==> src/rtl/wb_io_mux_wdt_if.sv <==
// Wishbone IO bus bundle for wb_io_mux_wdt: master-side request/response, packed slave ports, timeout status.
// Modport "slave" is the mux's own view; modport "master" is the view of the core and peripherals around it.
interface wb_io_mux_wdt_if #(
   parameter int NUM_SLAVES = 4
);
   logic [31:0]              wbm_adr_i;
   logic [31:0]              wbm_dat_i;
   logic [3:0]               wbm_sel_i;
   logic                     wbm_we_i;
   logic                     wbm_cyc_i;
   logic                     wbm_stb_i;
   logic [2:0]               wbm_cti_i;
   logic [1:0]               wbm_bte_i;
   logic [31:0]              wbm_dat_o;
   logic                     wbm_ack_o;
   logic                     wbm_err_o;
   logic                     wbm_rty_o;

   logic [32*NUM_SLAVES-1:0] wbs_adr_o;
   logic [32*NUM_SLAVES-1:0] wbs_dat_o;
   logic [4*NUM_SLAVES-1:0]  wbs_sel_o;
   logic [3*NUM_SLAVES-1:0]  wbs_cti_o;
   logic [2*NUM_SLAVES-1:0]  wbs_bte_o;
   logic [NUM_SLAVES-1:0]    wbs_we_o;
   logic [NUM_SLAVES-1:0]    wbs_cyc_o;
   logic [NUM_SLAVES-1:0]    wbs_stb_o;
   logic [32*NUM_SLAVES-1:0] wbs_dat_i;
   logic [NUM_SLAVES-1:0]    wbs_ack_i;
   logic [NUM_SLAVES-1:0]    wbs_err_i;
   logic [NUM_SLAVES-1:0]    wbs_rty_i;

   logic                     to_event_o;
   logic [31:0]              to_addr_o;
   logic [15:0]              to_count_o;

   modport slave (
      input  wbm_adr_i, wbm_dat_i, wbm_sel_i, wbm_we_i, wbm_cyc_i, wbm_stb_i, wbm_cti_i, wbm_bte_i,
      output wbm_dat_o, wbm_ack_o, wbm_err_o, wbm_rty_o,
      output wbs_adr_o, wbs_dat_o, wbs_sel_o, wbs_cti_o, wbs_bte_o, wbs_we_o, wbs_cyc_o, wbs_stb_o,
      input  wbs_dat_i, wbs_ack_i, wbs_err_i, wbs_rty_i,
      output to_event_o, to_addr_o, to_count_o
   );

   modport master (
      output wbm_adr_i, wbm_dat_i, wbm_sel_i, wbm_we_i, wbm_cyc_i, wbm_stb_i, wbm_cti_i, wbm_bte_i,
      input  wbm_dat_o, wbm_ack_o, wbm_err_o, wbm_rty_o,
      input  wbs_adr_o, wbs_dat_o, wbs_sel_o, wbs_cti_o, wbs_bte_o, wbs_we_o, wbs_cyc_o, wbs_stb_o,
      output wbs_dat_i, wbs_ack_i, wbs_err_i, wbs_rty_i,
      input  to_event_o, to_addr_o, to_count_o
   );
endinterface

==> src/rtl/wb_io_mux_wdt.sv <==
// Wishbone B3 classic 1-to-N IO mux with registered decode, decode-error response and, when
// WB_MUX_TIMEOUT_EN is defined, a per-transaction watchdog with timeout status outputs.
module wb_io_mux_wdt #(
   parameter int                       NUM_SLAVES     = 4,
   parameter logic [32*NUM_SLAVES-1:0] MATCH_ADDR     = {32'h00002000, 32'h00001040,
                                                         32'h00001000, 32'h00000000},
   parameter logic [32*NUM_SLAVES-1:0] MATCH_MASK     = {32'hfffff000, 32'hffffffc0,
                                                         32'hffffffc0, 32'hfffff000},
   parameter int                       TIMEOUT_CYCLES = 255
) (
   input  logic           wb_clk_i,
   input  logic           wb_rst_i,
   wb_io_mux_wdt_if.slave bus
);
   localparam int IDX_W = (NUM_SLAVES > 1) ? $clog2(NUM_SLAVES) : 1;

   if (NUM_SLAVES < 1 || NUM_SLAVES > 32) begin : g_bad_num_slaves
      $error("wb_io_mux_wdt: NUM_SLAVES must be in 1..32");
   end
   if (TIMEOUT_CYCLES < 1 || TIMEOUT_CYCLES > 65535) begin : g_bad_timeout
      $error("wb_io_mux_wdt: TIMEOUT_CYCLES must be in 1..65535");
   end

`ifdef WB_MUX_TIMEOUT_EN
   typedef enum logic [1:0] {IDLE = 2'd0, ACTIVE = 2'd1, DERR = 2'd2, TOERR = 2'd3} state_t;
`else
   typedef enum logic [1:0] {IDLE = 2'd0, ACTIVE = 2'd1, DERR = 2'd2} state_t;
`endif

   state_t                 state_q;
   state_t                 state_d;
   logic [IDX_W-1:0]       sel_q;
   logic [IDX_W-1:0]       match_idx;
   logic                   hit;
   logic                   req;
   logic                   sel_ack;
   logic                   sel_err;
   logic                   sel_rty;
   logic                   sel_resp;
   logic [NUM_SLAVES-1:0]  slv_cyc;
   logic [NUM_SLAVES-1:0]  slv_stb;
   logic [31:0]            m_dat;
   logic                   m_ack;
   logic                   m_err;
   logic                   m_rty;

   assign bus.wbs_adr_o = {NUM_SLAVES{bus.wbm_adr_i}};
   assign bus.wbs_dat_o = {NUM_SLAVES{bus.wbm_dat_i}};
   assign bus.wbs_sel_o = {NUM_SLAVES{bus.wbm_sel_i}};
   assign bus.wbs_cti_o = {NUM_SLAVES{bus.wbm_cti_i}};
   assign bus.wbs_bte_o = {NUM_SLAVES{bus.wbm_bte_i}};
   assign bus.wbs_we_o  = {NUM_SLAVES{bus.wbm_we_i}};

   assign req = bus.wbm_cyc_i & bus.wbm_stb_i;

   // Scan downwards so the lowest matching index is the one left standing.
   always_comb begin
      hit       = 1'b0;
      match_idx = '0;
      for (int i = NUM_SLAVES - 1; i >= 0; i--) begin
         if ((bus.wbm_adr_i & MATCH_MASK[32*i +: 32]) ==
             (MATCH_ADDR[32*i +: 32] & MATCH_MASK[32*i +: 32])) begin
            hit       = 1'b1;
            match_idx = IDX_W'(i);
         end
      end
   end

   assign sel_ack  = bus.wbs_ack_i[sel_q];
   assign sel_err  = bus.wbs_err_i[sel_q];
   assign sel_rty  = bus.wbs_rty_i[sel_q];
   assign sel_resp = sel_ack | sel_err | sel_rty;

`ifdef WB_MUX_TIMEOUT_EN
   localparam int               CNT_W     = $clog2(TIMEOUT_CYCLES + 1);
   localparam logic [CNT_W-1:0] CNT_LIMIT = CNT_W'(TIMEOUT_CYCLES - 1);

   logic [CNT_W-1:0] cnt_q;
   logic [31:0]      to_addr_q;
   logic [15:0]      to_count_q;
   logic             to_event;
`endif

   always_comb begin
      state_d = state_q;
      slv_cyc = '0;
      slv_stb = '0;
      m_dat   = '0;
      m_ack   = 1'b0;
      m_err   = 1'b0;
      m_rty   = 1'b0;
`ifdef WB_MUX_TIMEOUT_EN
      to_event = 1'b0;
`endif
      case (state_q)
         IDLE: begin
            if (req) state_d = hit ? ACTIVE : DERR;
         end
         ACTIVE: begin
            // cyc is gated straight through so a master abort reaches the slave this cycle.
            slv_cyc[sel_q] = bus.wbm_cyc_i;
            slv_stb[sel_q] = bus.wbm_stb_i;
            m_dat          = bus.wbs_dat_i[32*sel_q +: 32];
            m_ack          = sel_ack;
            m_err          = sel_err;
            m_rty          = sel_rty;
            if (!bus.wbm_cyc_i || sel_resp) state_d = IDLE;
`ifdef WB_MUX_TIMEOUT_EN
            else if (cnt_q == CNT_LIMIT) state_d = TOERR;
`endif
         end
         DERR: begin
            m_err   = bus.wbm_cyc_i;
            state_d = IDLE;
         end
`ifdef WB_MUX_TIMEOUT_EN
         TOERR: begin
            m_err    = bus.wbm_cyc_i;
            to_event = bus.wbm_cyc_i;
            state_d  = IDLE;
         end
`endif
         default: state_d = IDLE;
      endcase
   end

   always_ff @(posedge wb_clk_i or posedge wb_rst_i) begin
      if (wb_rst_i) begin
         state_q <= IDLE;
         sel_q   <= '0;
      end else begin
         state_q <= state_d;
         if (state_q == IDLE && req && hit) sel_q <= match_idx;
      end
   end

`ifdef WB_MUX_TIMEOUT_EN
   // Counter rests at zero outside ACTIVE, so each transfer starts a fresh budget.
   always_ff @(posedge wb_clk_i or posedge wb_rst_i) begin
      if (wb_rst_i) begin
         cnt_q <= '0;
      end else if (state_q == ACTIVE && !sel_resp) begin
         cnt_q <= cnt_q + 1'b1;
      end else begin
         cnt_q <= '0;
      end
   end

   always_ff @(posedge wb_clk_i or posedge wb_rst_i) begin
      if (wb_rst_i) begin
         to_addr_q  <= '0;
         to_count_q <= '0;
      end else if (to_event) begin
         to_addr_q <= bus.wbm_adr_i;
         if (to_count_q != 16'hffff) to_count_q <= to_count_q + 16'd1;
      end
   end

   assign bus.to_event_o = to_event;
   assign bus.to_addr_o  = to_addr_q;
   assign bus.to_count_o = to_count_q;
`else
   assign bus.to_event_o = 1'b0;
   assign bus.to_addr_o  = 32'd0;
   assign bus.to_count_o = 16'd0;
`endif

   assign bus.wbs_cyc_o = slv_cyc;
   assign bus.wbs_stb_o = slv_stb;
   assign bus.wbm_dat_o = m_dat;
   assign bus.wbm_ack_o = m_ack;
   assign bus.wbm_err_o = m_err;
   assign bus.wbm_rty_o = m_rty;
endmodule

==> src/flat_wrapper.sv <==
// flat-port wrapper written by rule: the top's interface ports become plain ports
module wb_io_mux_wdt_flat 
#(
   parameter int                       NUM_SLAVES     = 4,
   parameter logic [32*NUM_SLAVES-1:0] MATCH_ADDR     = {32'h00002000, 32'h00001040,
                                                         32'h00001000, 32'h00000000},
   parameter logic [32*NUM_SLAVES-1:0] MATCH_MASK     = {32'hfffff000, 32'hffffffc0,
                                                         32'hffffffc0, 32'hfffff000},
   parameter int                       TIMEOUT_CYCLES = 255
)
  (wb_clk_i, wb_rst_i, bus_wbm_adr_i, bus_wbm_dat_i, bus_wbm_sel_i, bus_wbm_we_i, bus_wbm_cyc_i, bus_wbm_stb_i, bus_wbm_cti_i, bus_wbm_bte_i, bus_wbm_dat_o, bus_wbm_ack_o, bus_wbm_err_o, bus_wbm_rty_o, bus_wbs_adr_o, bus_wbs_dat_o, bus_wbs_sel_o, bus_wbs_cti_o, bus_wbs_bte_o, bus_wbs_we_o, bus_wbs_cyc_o, bus_wbs_stb_o, bus_wbs_dat_i, bus_wbs_ack_i, bus_wbs_err_i, bus_wbs_rty_i, bus_to_event_o, bus_to_addr_o, bus_to_count_o);
  wb_io_mux_wdt_if #(.NUM_SLAVES(NUM_SLAVES)) bus_i ();
  input  logic wb_clk_i;
  input  logic wb_rst_i;
  input wire logic [$bits(bus_i.wbm_adr_i)-1:0] bus_wbm_adr_i;
  input wire logic [$bits(bus_i.wbm_dat_i)-1:0] bus_wbm_dat_i;
  input wire logic [$bits(bus_i.wbm_sel_i)-1:0] bus_wbm_sel_i;
  input wire logic [$bits(bus_i.wbm_we_i)-1:0] bus_wbm_we_i;
  input wire logic [$bits(bus_i.wbm_cyc_i)-1:0] bus_wbm_cyc_i;
  input wire logic [$bits(bus_i.wbm_stb_i)-1:0] bus_wbm_stb_i;
  input wire logic [$bits(bus_i.wbm_cti_i)-1:0] bus_wbm_cti_i;
  input wire logic [$bits(bus_i.wbm_bte_i)-1:0] bus_wbm_bte_i;
  output wire logic [$bits(bus_i.wbm_dat_o)-1:0] bus_wbm_dat_o;
  output wire logic [$bits(bus_i.wbm_ack_o)-1:0] bus_wbm_ack_o;
  output wire logic [$bits(bus_i.wbm_err_o)-1:0] bus_wbm_err_o;
  output wire logic [$bits(bus_i.wbm_rty_o)-1:0] bus_wbm_rty_o;
  output wire logic [$bits(bus_i.wbs_adr_o)-1:0] bus_wbs_adr_o;
  output wire logic [$bits(bus_i.wbs_dat_o)-1:0] bus_wbs_dat_o;
  output wire logic [$bits(bus_i.wbs_sel_o)-1:0] bus_wbs_sel_o;
  output wire logic [$bits(bus_i.wbs_cti_o)-1:0] bus_wbs_cti_o;
  output wire logic [$bits(bus_i.wbs_bte_o)-1:0] bus_wbs_bte_o;
  output wire logic [$bits(bus_i.wbs_we_o)-1:0] bus_wbs_we_o;
  output wire logic [$bits(bus_i.wbs_cyc_o)-1:0] bus_wbs_cyc_o;
  output wire logic [$bits(bus_i.wbs_stb_o)-1:0] bus_wbs_stb_o;
  input wire logic [$bits(bus_i.wbs_dat_i)-1:0] bus_wbs_dat_i;
  input wire logic [$bits(bus_i.wbs_ack_i)-1:0] bus_wbs_ack_i;
  input wire logic [$bits(bus_i.wbs_err_i)-1:0] bus_wbs_err_i;
  input wire logic [$bits(bus_i.wbs_rty_i)-1:0] bus_wbs_rty_i;
  output wire logic [$bits(bus_i.to_event_o)-1:0] bus_to_event_o;
  output wire logic [$bits(bus_i.to_addr_o)-1:0] bus_to_addr_o;
  output wire logic [$bits(bus_i.to_count_o)-1:0] bus_to_count_o;
  assign bus_i.wbm_adr_i = bus_wbm_adr_i;
  assign bus_i.wbm_dat_i = bus_wbm_dat_i;
  assign bus_i.wbm_sel_i = bus_wbm_sel_i;
  assign bus_i.wbm_we_i = bus_wbm_we_i;
  assign bus_i.wbm_cyc_i = bus_wbm_cyc_i;
  assign bus_i.wbm_stb_i = bus_wbm_stb_i;
  assign bus_i.wbm_cti_i = bus_wbm_cti_i;
  assign bus_i.wbm_bte_i = bus_wbm_bte_i;
  assign bus_wbm_dat_o = bus_i.wbm_dat_o;
  assign bus_wbm_ack_o = bus_i.wbm_ack_o;
  assign bus_wbm_err_o = bus_i.wbm_err_o;
  assign bus_wbm_rty_o = bus_i.wbm_rty_o;
  assign bus_wbs_adr_o = bus_i.wbs_adr_o;
  assign bus_wbs_dat_o = bus_i.wbs_dat_o;
  assign bus_wbs_sel_o = bus_i.wbs_sel_o;
  assign bus_wbs_cti_o = bus_i.wbs_cti_o;
  assign bus_wbs_bte_o = bus_i.wbs_bte_o;
  assign bus_wbs_we_o = bus_i.wbs_we_o;
  assign bus_wbs_cyc_o = bus_i.wbs_cyc_o;
  assign bus_wbs_stb_o = bus_i.wbs_stb_o;
  assign bus_i.wbs_dat_i = bus_wbs_dat_i;
  assign bus_i.wbs_ack_i = bus_wbs_ack_i;
  assign bus_i.wbs_err_i = bus_wbs_err_i;
  assign bus_i.wbs_rty_i = bus_wbs_rty_i;
  assign bus_to_event_o = bus_i.to_event_o;
  assign bus_to_addr_o = bus_i.to_addr_o;
  assign bus_to_count_o = bus_i.to_count_o;
  wb_io_mux_wdt #(.NUM_SLAVES(NUM_SLAVES), .MATCH_ADDR(MATCH_ADDR), .MATCH_MASK(MATCH_MASK), .TIMEOUT_CYCLES(TIMEOUT_CYCLES)) u_core (.wb_clk_i(wb_clk_i), .wb_rst_i(wb_rst_i), .bus(bus_i));
endmodule
==> config.mk <==
export PLATFORM = sky130hd
export DESIGN_NAME = wb_io_mux_wdt_flat
export DESIGN_NICKNAME = d
export VERILOG_FILES = /design/src/rtl/wb_io_mux_wdt_if.sv /design/src/rtl/wb_io_mux_wdt.sv /design/src/flat_wrapper.sv
export SDC_FILE = /design/constraint.sdc
export NUM_CORES = 1
export LEC_CHECK = 0
export CAP_MARGIN = 20
export CORE_AREA = 2 2 234 236
export DETAILED_ROUTE_END_ITERATION = 10
export DIE_AREA = 0 0 236 238
export PLACE_DENSITY = 0.45
export SYNTH_ARGS = -nofsm -noshare
export SYNTH_HDL_FRONTEND = slang
export SYNTH_SLANG_ARGS = --single-unit
==> constraint.sdc <==
create_clock -name wb_clk_i -period 2.36 [get_ports wb_clk_i]
set_clock_uncertainty 0.15 [all_clocks]
set_input_delay 0.59 -clock wb_clk_i [delete_from_list [all_inputs] [get_ports wb_clk_i]]
set_output_delay 0.59 -clock wb_clk_i [all_outputs]
set_load 0.02 [all_outputs]
# Word level (Yosys, flattened, before mapping)
# Index checks and enable logic that the tools add are counted.
# classes
order_cmp	2
eq_ne	7
shifts	1
n_mux	26
bitwise_logic	5
n_reduce_logical	8
# op_table
cell	n
variable part select 128 x 8 -> 32 bit	1
equality test 26 x 7 -> 1 bit, second input constant	2
zero test 32 bit	1
2-to-1 mux 32 bit	1
equality test 20 x 2 -> 1 bit, second input constant	1
2-to-1 mux 2 bit	7
2-to-1 mux 1 bit	10
bitwise AND 4 bit	2
2-to-1 mux 4 bit	2
binary-select mux 1 bit (select 2 bit)	3
inequality test 2 x 1 -> 1 bit, second input constant	2
case mux 2 bit (2 select lines)	1
logical AND 1 bit	3
less-than comparator 2 x 3 -> 1 bit, second input constant	1
demux 1 bit (select 2 bit)	1
equality test 2 x 1 -> 1 bit, second input constant	1
equality test 2 bit, second input constant	1
>= comparator 2 x 1 -> 1 bit, second input constant	1
zero test 2 bit	1
OR 1 bit	2
case mux 1 bit (2 select lines)	1
AND reduction 2 bit	1
bitwise AND 1 bit	1
zero test 1 bit	1
logical OR 1 bit	1
# word_totals
reg_bits	4
input_bits	218
out_inout_bits	388
elab_cells	51

# Logic depth before layout (Yosys ltp)
# Gate-level depths: netlist (run 1).
# depth
depth_word	8
mapped_depth	7
mapped_depth_nobuf	6

# Worst setup path before layout (run 1)
# OpenSTA, ideal clock, no wires.
# synth_path
path_type	reg-to-output
start	register u_core.sel_q[0]
end	output port bus_wbm_dat_o[10]
t_arrival_ns	1.588
required_ns	1.620
slack_ns	0.032
path_stages_with_launch	6
n_path_buf	3
path_cell_list	dfrtp_1 > buf_6 > buf_4 > buf_4 > mux4_2 > and2_1
# synth_via
elab_chain_cells	2
# synth_lines
element	line	rtl
start: declaration	wb_io_mux_wdt.sv:32	logic [IDX_W-1:0] sel_q;
start signal: assignment	wb_io_mux_wdt.sv:133	if (state_q == IDLE && req && hit) sel_q <= match_idx;
variable part select 128 x 8 -> 32 bit	wb_io_mux_wdt.sv:103	m_dat = bus.wbs_dat_i[32*sel_q +: 32];
2-to-1 mux 32 bit	wb_io_mux_wdt.sv:95	case (state_q)
end: declaration	flat_wrapper.sv:23	output wire logic [$bits(bus_i.wbm_dat_o)-1:0] bus_wbm_dat_o;
# No other way between the ends.

# Worst setup path in the final report (run 1)
# layout_path
start	register u_core.sel_q[0]
end	output port bus_wbm_dat_o[20]
# The elaborated chain is that of the path after synthesis.

==> results of run 1 <==
[power by group through the flow]
| stage | clock network, W | registers (W) | logic (W) |
|---|---|---|---|
| 2_1_floorplan | 0 | 0.0000750 | 0.000952 |
| 3_3_place_gp | 0 | 0.0000752 | 0.000842 |
| 3_5_place_dp | 0 | 0.0000753 | 0.000843 |
| 4_1_cts | 0.000278 | 0.0000745 | 0.000730 |
| 5_1_grt | 0.000282 | 0.0000748 | 0.000765 |
| 6_report | 0.000274 | 0.0000746 | 0.000724 |
[worst register-to-register path, stage by stage (launching register included)]
cell	delay, ns
dfrtp_2	0.40
buf_12	0.14
buf_4	0.15
buf_8	0.13
mux4_2	0.44
buf_4	0.15
buf_4	0.12
buf_4	0.14
nor4_4	0.22
nor2_1	0.10
o2bb2ai_2	0.12
[stage by stage]
stage	total power [W]	setup TNS, ns	cell area [um^2]	cells	util, %
after floorplan	0.00103	0	4320	535	-
after global placement	0.000917	-42.55	6060	1225	11.3
after detailed placement	0.000919	-43.68	6060	1225	11.3
after CTS	0.00108	-3.66	6240	1246	11.7
after global routing	0.00112	-5.03	6290	1249	11.8
final	0.00107	-3.43	6290	1249	11.8
[flip-flops by register name (all words and copies together), names as in the netlist]
name and count:
u_core.sel_q 2, u_core.state_q 2
[synth_stat cells, types with 2 or more instances]
cell,instances
and4_1,2
nand2_1,6
ha_1,3
buf_2,3
nor2_1,8
nor3_1,3
buf_4,348
clkbuf_1,7
inv_1,5
a41oi_1,2
a41o_1,2
and2_1,34
nor4_1,5
mux4_2,35
dfrtp_1,4
[path summary, 6_finish.rpt]
path | to | start | slack, ns
min in group wb_clk_i | u_core.state_q[0]$_DFFE_PP0P_ | u_core.state_q[0]$_DFFE_PP0P_ | 0.43
max reg2reg | u_core.state_q[1]$_DFFE_PP0P_ | u_core.sel_q[0]$_DFFE_PP0P_ | -0.01
min | u_core.sel_q[0]$_DFFE_PP0P_ | wb_rst_i | 0.40
max in group asynchronous | u_core.sel_q[1]$_DFFE_PP0P_ | wb_rst_i | 1.51
max | bus_wbm_dat_o[20] | u_core.sel_q[0]$_DFFE_PP0P_ | -0.14
min reg2reg | u_core.state_q[0]$_DFFE_PP0P_ | u_core.state_q[0]$_DFFE_PP0P_ | 0.43
[repair_timing]
action	in CTS	in global routing
setup endpoints to repair	148	50
gates cloned	1	0
gates resized for setup	486	21
endpoints found under the hold margin	0	0
pin swaps	36	4
buffers inserted	16	3
[cell type report]
| cell class | count | area (um^2) |
|---|---|---|
| diodes | 1 | 2.50 |
| fillers | 6172 | 47200 |
| well taps | 696 | 871 |
| flip-flops and latches | 4 | 103 |
| repair buffers | 373 | 3560 |
| clock buffers | 4 | 78.8 |
| inverters | 5 | 18.8 |
| multi-input cells | 166 | 1660 |
[kinds of logic (layout without fill, tap and decap cells)]
| logic type | after synthesis | in the layout |
|---|---|---|
| other cells | 1 | 50 |
| compound gates | 14 | 14 |
| buf+inv | 365 | 382 |
| simple gates | 65 | 65 |
| fa+ha+maj | 3 | 3 |
| mux | 35 | 35 |
| flops | 4 | 4 |
[routing by layer]
layer / wire length (um) / vias up
met5: 13 / -
met2: 8100 / 356
met4: 459 / 2
met1: 4590 / 1381
li1: - / 1343
met3: 2440 / 48
==> out/results.tsv, run 1 <==
metric	value	unit
status	finished, violations left	
violations	setup timing	
clk_latency	0.23	ns
cp-end-kind	output port	
power_density	170	nW/um^2
hold_violations	0	
post_drt_via_cell_ratio	2.51	
drc	0	
clock_path_buffers	2	
syn-cell-area	4140	um^2
numCtsBuffers	3	
internal-power	0.000668	W
synth_ff_type	dfrtp_1	
die_w	236	um
hpwl	13.6	mm
seq_area_frac_synth	2.42	%
grt_use_total	5.02	%
post-place-ws	-0.664	ns
finalWirelength	15.6	mm
clockPowerShare	25.6	%
setup_slack	-0.145	ns
cp_top_family	buffers and inverters	
finalCritPeriodShare	106	%
path_depth	6	
cpMaxStageDelayCell	mux4_2	
rsz0062_at_grt	true	
hp-class	input pin to async pin	
slowest_delay	0.44	ns
finalSetupViolCount	34	
cp-start-kind	register	
maxSlewViolCount	0	
io_pins	606	
yosys.area_share.adder	0.908	%
grt_antenna_before_repair	5	
met1_usage	4.41	%
first_iter_violations	89	
yosysTopAreaCell	buf_4	
area_growth	52.2	%
critical_path.max_fanout	6	
top_usage_layer	met2	
yosys.area_share.simple	9.53	%
p_comb_share	67.5	%
synth-edff-count	0	
whs	0.397	ns
core_area	53500	um^2
final_cell_mix	dlygate4sd2_1, clkdlybuf4s50_1, conb_1	
met2_usage	9.74	%
grt_pass1_vias	3188	
max_cap_violations	0	
synth_top_family_by_area	buffers and inverters	
detail_route.wl_per_cell	12.5	um
dieArea	56200	um^2
initial_utilization	7.73	%
cts_hold_buf	0	
cts.sinks	4	
gr-usage-met3	2.68	%
grt_pass1_wl	21.3	mm
cts_tree	built	
antenna_left	0	
synthMuxAreaShare	19.1	%
cp_cell_sequence	buf_12 -> buf_4 -> buf_8 -> mux4_2 -> and2_4 -> buf_6	
nNetsFinal	774	
synth_cells	487	
max_freq	0.399	GHz
h-tree-depth	1	
fin_crit	2.50	ns
drive_gt1_share	35.0	%
power_switching	0.000404	W
first_pass_iters	4	
avgSynthCellArea	8.49	um^2
synth-compound-area-share	3.00	%
cts-root-buf	clkbuf_16	
yosys.area.top_type_share	63.2	%
rows	85	
p_leak	2.77	nW
port_buffers	316	
synth_xor_area_share	0	%
worstPathArrival	1.76	ns
required	1.62	ns
ys_ff_latch	4	
ir_drop	168	uV
grt_max_degree	26	
synth-async-reset-ratio	100	%
path_class	register to output port	
yosysUniqueCellTypes	35	
synth-warning-count	0	
overflow	0	
die_y	238	um
final_common_cell	dlygate4sd2_1	
path_buf_inv	4	
globalplace.congestion	0.723	
reg2reg_depth	10	
clkTransAtPathRegs	0.03	ns
synth_top_cells_by_area	buf_4, mux4_2, and2_1, dfrtp_1, ha_1	
p_sw_share	37.7	%
sequentialPowerShare	7.0	%
route.vias.total	3130	
(Power assumes the default switching activity.)
==> inputs of run 2 (changes only) <==
--- a/config.mk
+++ b/config.mk
@@ -12,2 +12,3 @@
 export PLACE_DENSITY = 0.45
+export SLEW_MARGIN = 5
 export SYNTH_ARGS = -nofsm -noshare
==> constraint.sdc (replaced) <==
create_clock -name wb_clk_i -period 2.36 [get_ports wb_clk_i]
set_clock_uncertainty 0.15 [all_clocks]
set_input_delay 0.236 -clock wb_clk_i [delete_from_list [all_inputs] [get_ports wb_clk_i]]
set_output_delay 0.236 -clock wb_clk_i [all_outputs]
set_load 0.02 [all_outputs]
==> run 2 against run 1 <==
The flow now finishes without violations; non-clock buffer count shrank 23; global-route usage up 0.073 points; critical endpoint is now bus_wbm_dat_o[23]; largest cell class unchanged; fmax rose by 8.5%; critical path type unchanged.
==> out/results.tsv, run 2 (synthesis gave the netlist of run 1 again) <==
metric	value	unit
status	finished clean	
dieArea	56200	um^2
cts_tree	built	
design_area	6050	um^2
first_iter_violations	23	
core_area	53500	um^2
maxSlewViolCount	0	
detail_route.wl_per_cell	13.0	um
die_w	236	um
area_growth	46.3	%
hold_violations	0	
grt_pass1_wl	21.3	mm
initial_utilization	7.73	%
grt_use_total	5.10	%
drive_gt1_share	18.5	%
setup_slack	0.0508	ns
port_buffers	316	
post-place-ws	-0.0364	ns
num_antenna_cells	0	
reg_top3	u_core.sel_q x2, u_core.state_q x2	
clk_latency	0.23	ns
hp-class	input pin to async pin	
globalplace.congestion	0.776	
rows	85	
met2_usage	9.69	%
finalCritPeriodShare	97.8	%
grt_pass1_vias	3222	
top_usage_layer	met2	
max_cap_violations	0	
final_cell_mix	clkdlybuf4s50_1, conb_1, mux4_2	
post_drt_via_cell_ratio	2.50	
finalWirelength	16.0	mm
numCtsBuffers	3	
tns	0	ns
cp-start-kind	register	
hpwl	13.9	mm
grt_max_degree	21	
cts.sinks	4	
met1_usage	4.47	%
fin_crit	2.31	ns
power_density	195	nW/um^2
clkTransAtPathRegs	0.03	ns
rsz0062_at_grt	false	
cp-end-kind	output port	
h-tree-depth	1	
cts_hold_buf	0	
clock_path_buffers	2	
grt_antenna_before_repair	1	
die_y	238	um
final_common_cell	clkdlybuf4s50_1	
critical_path.max_fanout	15	
p_leak	2.32	nW
nNetsFinal	751	
finalSetupViolCount	0	
ir_drop	170	uV
io_pins	606	
gr-usage-met3	2.81	%
route.vias.total	3064	
overflow	0	
placed_cell_area	5990	um^2
required	1.97	ns
worstPathArrival	1.92	ns
utilization	11.3	%
drc	0	
fillCellCount	6158	
antenna_left	0	
first_pass_iters	4	
whs	0.0442	ns
max_freq	0.433	GHz
path_class	register to output port	
cts-root-buf	clkbuf_16	
==> run 2: repair_timing <==
| item | 4_1_cts | 5_1_grt |
|---|---|---|
| setup buffers | 2 | 2 |
| gates cloned | 1 | 0 |
| setup endpoints to repair | 41 | 9 |
| pin swaps | 0 | 1 |
| gates resized for setup | 72 | 8 |
==> run 2: final cells by class <==
type	instances	area (um^2)	share of cell area [%]
clock buffers	4	78.8	1.30
inverters	5	18.8	0.310
multi-input cells	166	1540	25.4
flip-flops and latches	4	103	1.70
well taps	696	871	14.4
repair buffers	350	3440	56.9
==> run 2: worst max-delay path: stages (launching register included) <==
cell           delay [ns]
dfrtp_2              0.44
buf_12               0.19
mux4_2               0.56
and2_1               0.18
dlygate4sd2_1        0.31
==> run 2: final timing paths <==
kind	cells after the start	slack, ns	to	start
max in group asynchronous	2	1.86	u_core.sel_q[0]$_DFFE_PP0P_	wb_rst_i
worst max register to register	7	0.12	u_core.state_q[0]$_DFFE_PP0P_	u_core.sel_q[0]$_DFFE_PP0P_
worst min-delay path	2	0.04	u_core.sel_q[1]$_DFFE_PP0P_	wb_rst_i
min in group wb_clk_i	0	0.32	bus_wbs_dat_o[86]	bus_wbm_dat_i[22]
worst max-delay path	4	0.05	bus_wbm_dat_o[23]	u_core.sel_q[0]$_DFFE_PP0P_
worst min register to register	2	0.41	u_core.state_q[1]$_DFFE_PP0P_	u_core.state_q[1]$_DFFE_PP0P_
==> run 2: routing by layer <==
metal | wire length (um) | up-vias | part of all wire [%]
li1 | - | 1292 | -
met1 | 4770 | 1366 | 30
met2 | 8290 | 357 | 52
met3 | 2420 | 47 | 15
met4 | 474 | 2 | 3.0
met5 | 10 | - | 0.063
==> run 2: report_power, final <==
part	total (W)	switching (W)	internal [W]	leakage, nW
clock network	0.000279	0.0000551	0.000224	0.0382
registers	0.0000747	0.00000203	0.0000727	0.0473
logic	0.000828	0.000348	0.000479	2.23
total	0.00118	0.000406	0.000776	2.32
==> run 2: metrics by stage <==
step / cells / power [W]
detailed placement: 1216 / 0.000908
global route: 1225 / 0.00124
CTS: 1223 / 0.00119
floorplan: 535 / 0.00103
finish: 1225 / 0.00118
global placement: 1216 / 0.000907
==> inputs of run 3 (changes only) <==
Settings changed: GPL_TIMING_DRIVEN set to 1.
==> results of run 3 <==
No change in the layout: final DEF, timing and power equal those of run 2.
